File: config.mk
export PLATFORM = sky130hd
export DESIGN_NAME = display_scan_ctrl
export DESIGN_NICKNAME = d
export VERILOG_FILES = /design/src/rtl/display_scan_ctrl.sv
export SDC_FILE = /design/constraint.sdc
export NUM_CORES = 1
export LEC_CHECK = 0
export BUFFER_PORTS_ARGS = -buffer_cell sky130_fd_sc_hd__buf_2
export CAP_MARGIN = 40
export CORE_ASPECT_RATIO = 0.6
export CORE_MARGIN = 1.5
export CORE_UTILIZATION = 59
export CTS_BUF_LIST = sky130_fd_sc_hd__clkbuf_16
export CTS_CLUSTER_DIAMETER = 150
export DETAILED_ROUTE_END_ITERATION = 10
export PLACE_DENSITY = 0.85
export SLEW_MARGIN = 20
export SYNTH_ARGS = -nofsm -noshare
export SYNTH_HDL_FRONTEND = slang
export SYNTH_SLANG_ARGS = --single-unit
File: constraint.sdc
create_clock -name clk -period 3 [get_ports clk]
set_input_delay 0.3 -clock clk [delete_from_list [all_inputs] [get_ports clk]]
set_output_delay 0.3 -clock clk [all_outputs]
set_load 0.005 [all_outputs]
File: src/rtl/display_scan_ctrl.sv
// rtl/display_scan_ctrl.sv - four-digit seven-segment scan controller with blanking and digit masking
module display_scan_ctrl #(
    parameter int SLOT_CYC  = 50000,
    parameter int BLANK_CYC = 4
) (
    input  logic       clk,
    input  logic       rst_n,
    input  logic       en,
    input  logic [3:0] digit_mask,
    output logic       SEL0,
    output logic       SEL1,
    output logic [3:0] dig_n,
    output logic       frame_start
);

    localparam int CW = (SLOT_CYC > 1) ? $clog2(SLOT_CYC) : 1;
    localparam logic [CW-1:0] BLANK_LAST = CW'(BLANK_CYC - 1);
    localparam logic [CW-1:0] SLOT_LAST  = CW'(SLOT_CYC - 1);
    localparam logic [CW-1:0] CNT_ONE    = CW'(1);

    typedef enum logic [1:0] {
        S_IDLE,
        S_BLANK,
        S_ON
    } state_t;

    state_t      state_q, state_d;
    logic [1:0]  idx_q, idx_d;
    logic [CW-1:0] cnt_q, cnt_d;
    logic [1:0]  sel_q, sel_d;
    logic [3:0]  dig_n_q, dig_n_d;
    logic        frame_q, frame_d;

    logic [1:0]  mask_low;
    logic [1:0]  mask_next;
    logic [3:0]  lit_pattern;

    // Lowest set bit of the mask; the frame always begins on this digit.
    function automatic logic [1:0] lowest_set(input logic [3:0] m);
        lowest_set = 2'd0;
        for (int i = 3; i >= 0; i--) begin
            if (m[i]) lowest_set = 2'(i);
        end
    endfunction

    // First set bit strictly after cur, wrapping 3->0; stays on cur when it is the only one.
    function automatic logic [1:0] next_set(input logic [1:0] cur, input logic [3:0] m);
        logic [1:0] cand;
        next_set = cur;
        for (int k = 3; k >= 1; k--) begin
            cand = cur + 2'(k);
            if (m[cand]) next_set = cand;
        end
    endfunction

    assign mask_low    = lowest_set(digit_mask);
    assign mask_next   = next_set(idx_q, digit_mask);
    // The active digit lights only while its mask bit stays set.
    assign lit_pattern = digit_mask[idx_q] ? ~(4'b0001 << idx_q) : 4'b1111;

    // Next-state logic: slot sequencing, digit advance and registered output values.
    always_comb begin
        state_d = state_q;
        idx_d   = idx_q;
        cnt_d   = cnt_q;
        sel_d   = sel_q;
        dig_n_d = 4'b1111;
        frame_d = 1'b0;

        case (state_q)
            S_IDLE: begin
                idx_d = 2'd0;
                cnt_d = '0;
                if (en && (digit_mask != 4'b0000)) begin
                    state_d = S_BLANK;
                    idx_d   = mask_low;
                    sel_d   = mask_low;
                    frame_d = 1'b1;
                end
            end
            S_BLANK: begin
                cnt_d = cnt_q + CNT_ONE;
                if (cnt_q == BLANK_LAST) begin
                    state_d = S_ON;
                    dig_n_d = lit_pattern;
                end
            end
            S_ON: begin
                if (cnt_q == SLOT_LAST) begin
                    cnt_d = '0;
                    if (digit_mask != 4'b0000) begin
                        state_d = S_BLANK;
                        idx_d   = mask_next;
                        sel_d   = mask_next;
                        frame_d = (mask_next == mask_low);
                    end else begin
                        state_d = S_IDLE;
                        idx_d   = 2'd0;
                    end
                end else begin
                    cnt_d   = cnt_q + CNT_ONE;
                    dig_n_d = lit_pattern;
                end
            end
            default: begin
                state_d = S_IDLE;
                idx_d   = 2'd0;
                cnt_d   = '0;
            end
        endcase

        // Disable abandons any partial slot; select is left alone so it never moves under a lit digit.
        if (!en) begin
            state_d = S_IDLE;
            idx_d   = 2'd0;
            cnt_d   = '0;
            sel_d   = sel_q;
            dig_n_d = 4'b1111;
            frame_d = 1'b0;
        end
    end

    // State and output registers with asynchronous reset.
    always_ff @(posedge clk or negedge rst_n) begin
        if (!rst_n) begin
            state_q <= S_IDLE;
            idx_q   <= 2'd0;
            cnt_q   <= '0;
            sel_q   <= 2'd0;
            dig_n_q <= 4'b1111;
            frame_q <= 1'b0;
        end else begin
            state_q <= state_d;
            idx_q   <= idx_d;
            cnt_q   <= cnt_d;
            sel_q   <= sel_d;
            dig_n_q <= dig_n_d;
            frame_q <= frame_d;
        end
    end

    assign SEL0        = sel_q[1];
    assign SEL1        = sel_q[0];
    assign dig_n       = dig_n_q;
    assign frame_start = frame_q;

endmodule

==> out/qor.txt <==
vias: 1568
1st-pass router iterations: 5
FMAX: 433.6 MHz
Final Hold Fails: 0
status: completed
Net Count, Synth: 227
post-CTS setup buffer count: 0
Setup-failing EPs final: 0
Remaining Overflow, GRT: 0
Gate Count Post-Synth: 210
clock latency on the worst-skew pair: 0.26 ns
routability cong.: 0.8885
DRT iter0 DRCs: 175
Reg clk slew, reported paths: 0.07 ns
Worst Path Arrival: 2.44 ns
RR Startpoint: state_q[0]
Worst EP required: 3.13 ns
Finished Layout Cells: 260
CP Class: reg -> reg
period utilisation layout: 76.88%
TritonCTS clock tree: done
Worst-Margin Slew: 0.6409 ns
synthesized area: 1824 um^2
largest area contributor in the netlist: dfrtp_1
Synth Area in Simple Gates: 25.72%
full die area: 3445 um^2
most frequent cell after synthesis: nor2_1
Post-Synth Adder-Cell Area: 6.859%
Synth Area in XOR/XNOR: 6.722%
Max Cap Viol: 0
Yosys top cell area share: 31.55%
setup_tns: 0 ns
number of synthesis warnings: 0
first-pass GRT wire length: 6410 um
Layout Utilization: 68.47%
Post-synth ARST share: 100.0%
n_diodes: 0
number of synthesized flops with an enable pin: 0
nets@finish: 236
cts hold-fix bufs: 0
dominant cells by area after synthesis: dfrtp_1 32%, nor2_1 7.2%, ha_1 6.9%
IO buf count: 13
largest net degree at the start of global routing: 28
die height: 46.07 um
initial antenna violation count: 0
Synth Register Bits: 27
R2R cell count: 7
crit end category: flip-flop
most common flop cell mapped by yosys: dfrtp_1
startpoint class of the critical path: flip-flop
H-tree lvl count: 1
Max FO, Critical Path: 15
Bufs on Longest Clock Path: 2
Synth cell types: 47
Vias/cell: 6.031
worst path cell trace: inv_1, ha_1, o21ai_0, nand2b_1, a22o_1, a31oi_1, o21ai_1
core area: 2909 um^2
Compound-Gate Fraction of Synth Area: 13.72%
Clock Skew: 0.002262 ns
Worst path max stage delay: 0.49 ns
post-DP HPWL: 2838 um
# clock sinks: 27
vias in the first global route: 1267
combinational family with the most area after synthesis: simple AND/OR/NAND/NOR gates
Lkg Pwr: 0.8205 nW
layout cells sized above 1: 14.68%
P&R area growth vs syn: 9.191%
RSZ-0062 raised after global routing: no
Worst R2R Setup Slack: 0.69 ns
Post-DRT Antenna Nets: 0
CP max stage cell: ha_1
maximum vdd drop: 0.4559 mV
DRC violations left: 0
Worst Hold Class: in -> async
Initial Utilization: 62.71%
Avg Cell Area, Syn: 8.687 um^2
Pwr Density: 688.3 nW/um^2
hold slack: 0.03880 ns
post-CTS sizing: 0
Commonest cells post-synth: 35 x nor2_1, 23 x dfrtp_1, 15 x nand2_1, 13 x nand3_1
total power: 1.371 mW
Ports: 14
reg2reg end: sel_q[1]
Seq/Total Area, Yosys: 37.31%
wirelength, routed: 3937 um
slew margin rel.: 56.88%
CTS root buf: clkbuf_16
# rows: 15
fin. max-slew vios: 0
Avg WL per Cell: 15.14 um
Final Critical Period: 2.306 ns
Die X: 74.79 um
Num CTS Buffers: 3
placed cell count: 256
GRT Overall Usage: 25.06%
post-synthesis mux area share: 5.213%
## routing by layer
metal	up-vias	share of wire [%]	routed length, um	track usage (%)
met1	721	50	1963	39.29
met3	6	8.8	348	5.908
met5	-	0	0	0
met2	86	41	1602	35.71
li1	755	-	-	-
met4	0	0.56	22	3.273
## where the power goes
part | switching [mW] | total [mW] | internal (mW) | leakage [nW]
Combinational | 0.348 | 0.579 | 0.231 | 0.425
Clock | 0.123 | 0.304 | 0.181 | 0.0371
Sequential | 0.0550 | 0.487 | 0.432 | 0.358
Total | 0.526 | 1.37 | 0.845 | 0.821
## cell type report
class                           instances  area (um^2)
Clock inverter                          1        7.507
Fill cell                             216        917.1
Timing Repair Buffer                   14        72.57
Multi-Input combinational cell        162         1062
Inverter                               11        41.29
Sequential cell                        27        680.7
Clock buffer                            3        75.07
Tap cell                               42        52.55
## sequential cells by signal, summed over array words and instances (netlist names)
name / flops
sel_q: 2
dig_n: 4
state_q: 2
frame_start: 1
cnt_q: 16
idx_q: 2
## through the flow
step	area (um^2)	setup WS, ns
floorplan	1824	0.6776
global placement	1909	0.8093
detailed placement	1909	0.7837
CTS	1992	0.7659
global route	1992	0.5256
finish	1992	0.6935
## cells in the final DEF, fill, tap and decap left out, types with 2 or more instances in the layout
| cell type | synthesis | final |
|---|---|---|
| a31oi_1 | 3 | 3 |
| inv_1 | 11 | 11 |
| nand2_1 | 15 | 15 |
| nand2b_1 | 4 | 4 |
| nor3_1 | 4 | 4 |
| nand3_1 | 13 | 13 |
| mux2i_1 | 5 | 5 |
| nor2b_1 | 3 | 3 |
| or4_1 | 2 | 2 |
| xor2_1 | 4 | 4 |
| buf_2 | 2 | 13 |
| xnor2_1 | 10 | 10 |
| nand4_1 | 2 | 2 |
| o211ai_1 | 2 | 2 |
| mux2_2 | 2 | 2 |
| nor2_1 | 35 | 35 |
| and3_1 | 4 | 4 |
| dfstp_2 | 4 | 4 |
| a21oi_1 | 11 | 11 |
| clkbuf_16 | 0 | 3 |
| ha_1 | 10 | 10 |
| o21ai_1 | 5 | 5 |
| dfrtp_1 | 23 | 23 |
| nor4_1 | 2 | 2 |
| o21ai_0 | 3 | 3 |
| a221oi_1 | 2 | 2 |
| o22ai_1 | 2 | 2 |
## critical path: cells and delay by family (launching register included)
family          cells  cell delay [ns]
compound gates      4             0.89
fa+ha+maj           1             0.49
buf+inv             1             0.10
flops               1             0.43
simple gates        1             0.26
## worst max-delay path by stage
stage          slack (ns)  depth (start not counted)  startpoint        to
3_5_place_dp         0.78                          7    idx_q[1]  sel_q[0]
5_1_grt              0.53                          7    idx_q[1]  idx_q[1]
6_report             0.69                          7  state_q[0]  sel_q[1]
2_1_floorplan        0.68                          9    idx_q[0]  sel_q[0]
4_1_cts              0.77                          7    idx_q[1]  sel_q[0]
3_3_place_gp         0.81                          7    idx_q[1]  sel_q[0]
## cells by family (layout without fill, tap and decap cells)
kind of cell	count (synthesis)	in the layout
simple gates	92	92
flops	27	27
mux	8	8
compound gates	38	38
buf+inv	21	29
fa+ha+maj	10	10
xor+xnor	14	14
Power figures use the tool's default switching activity.
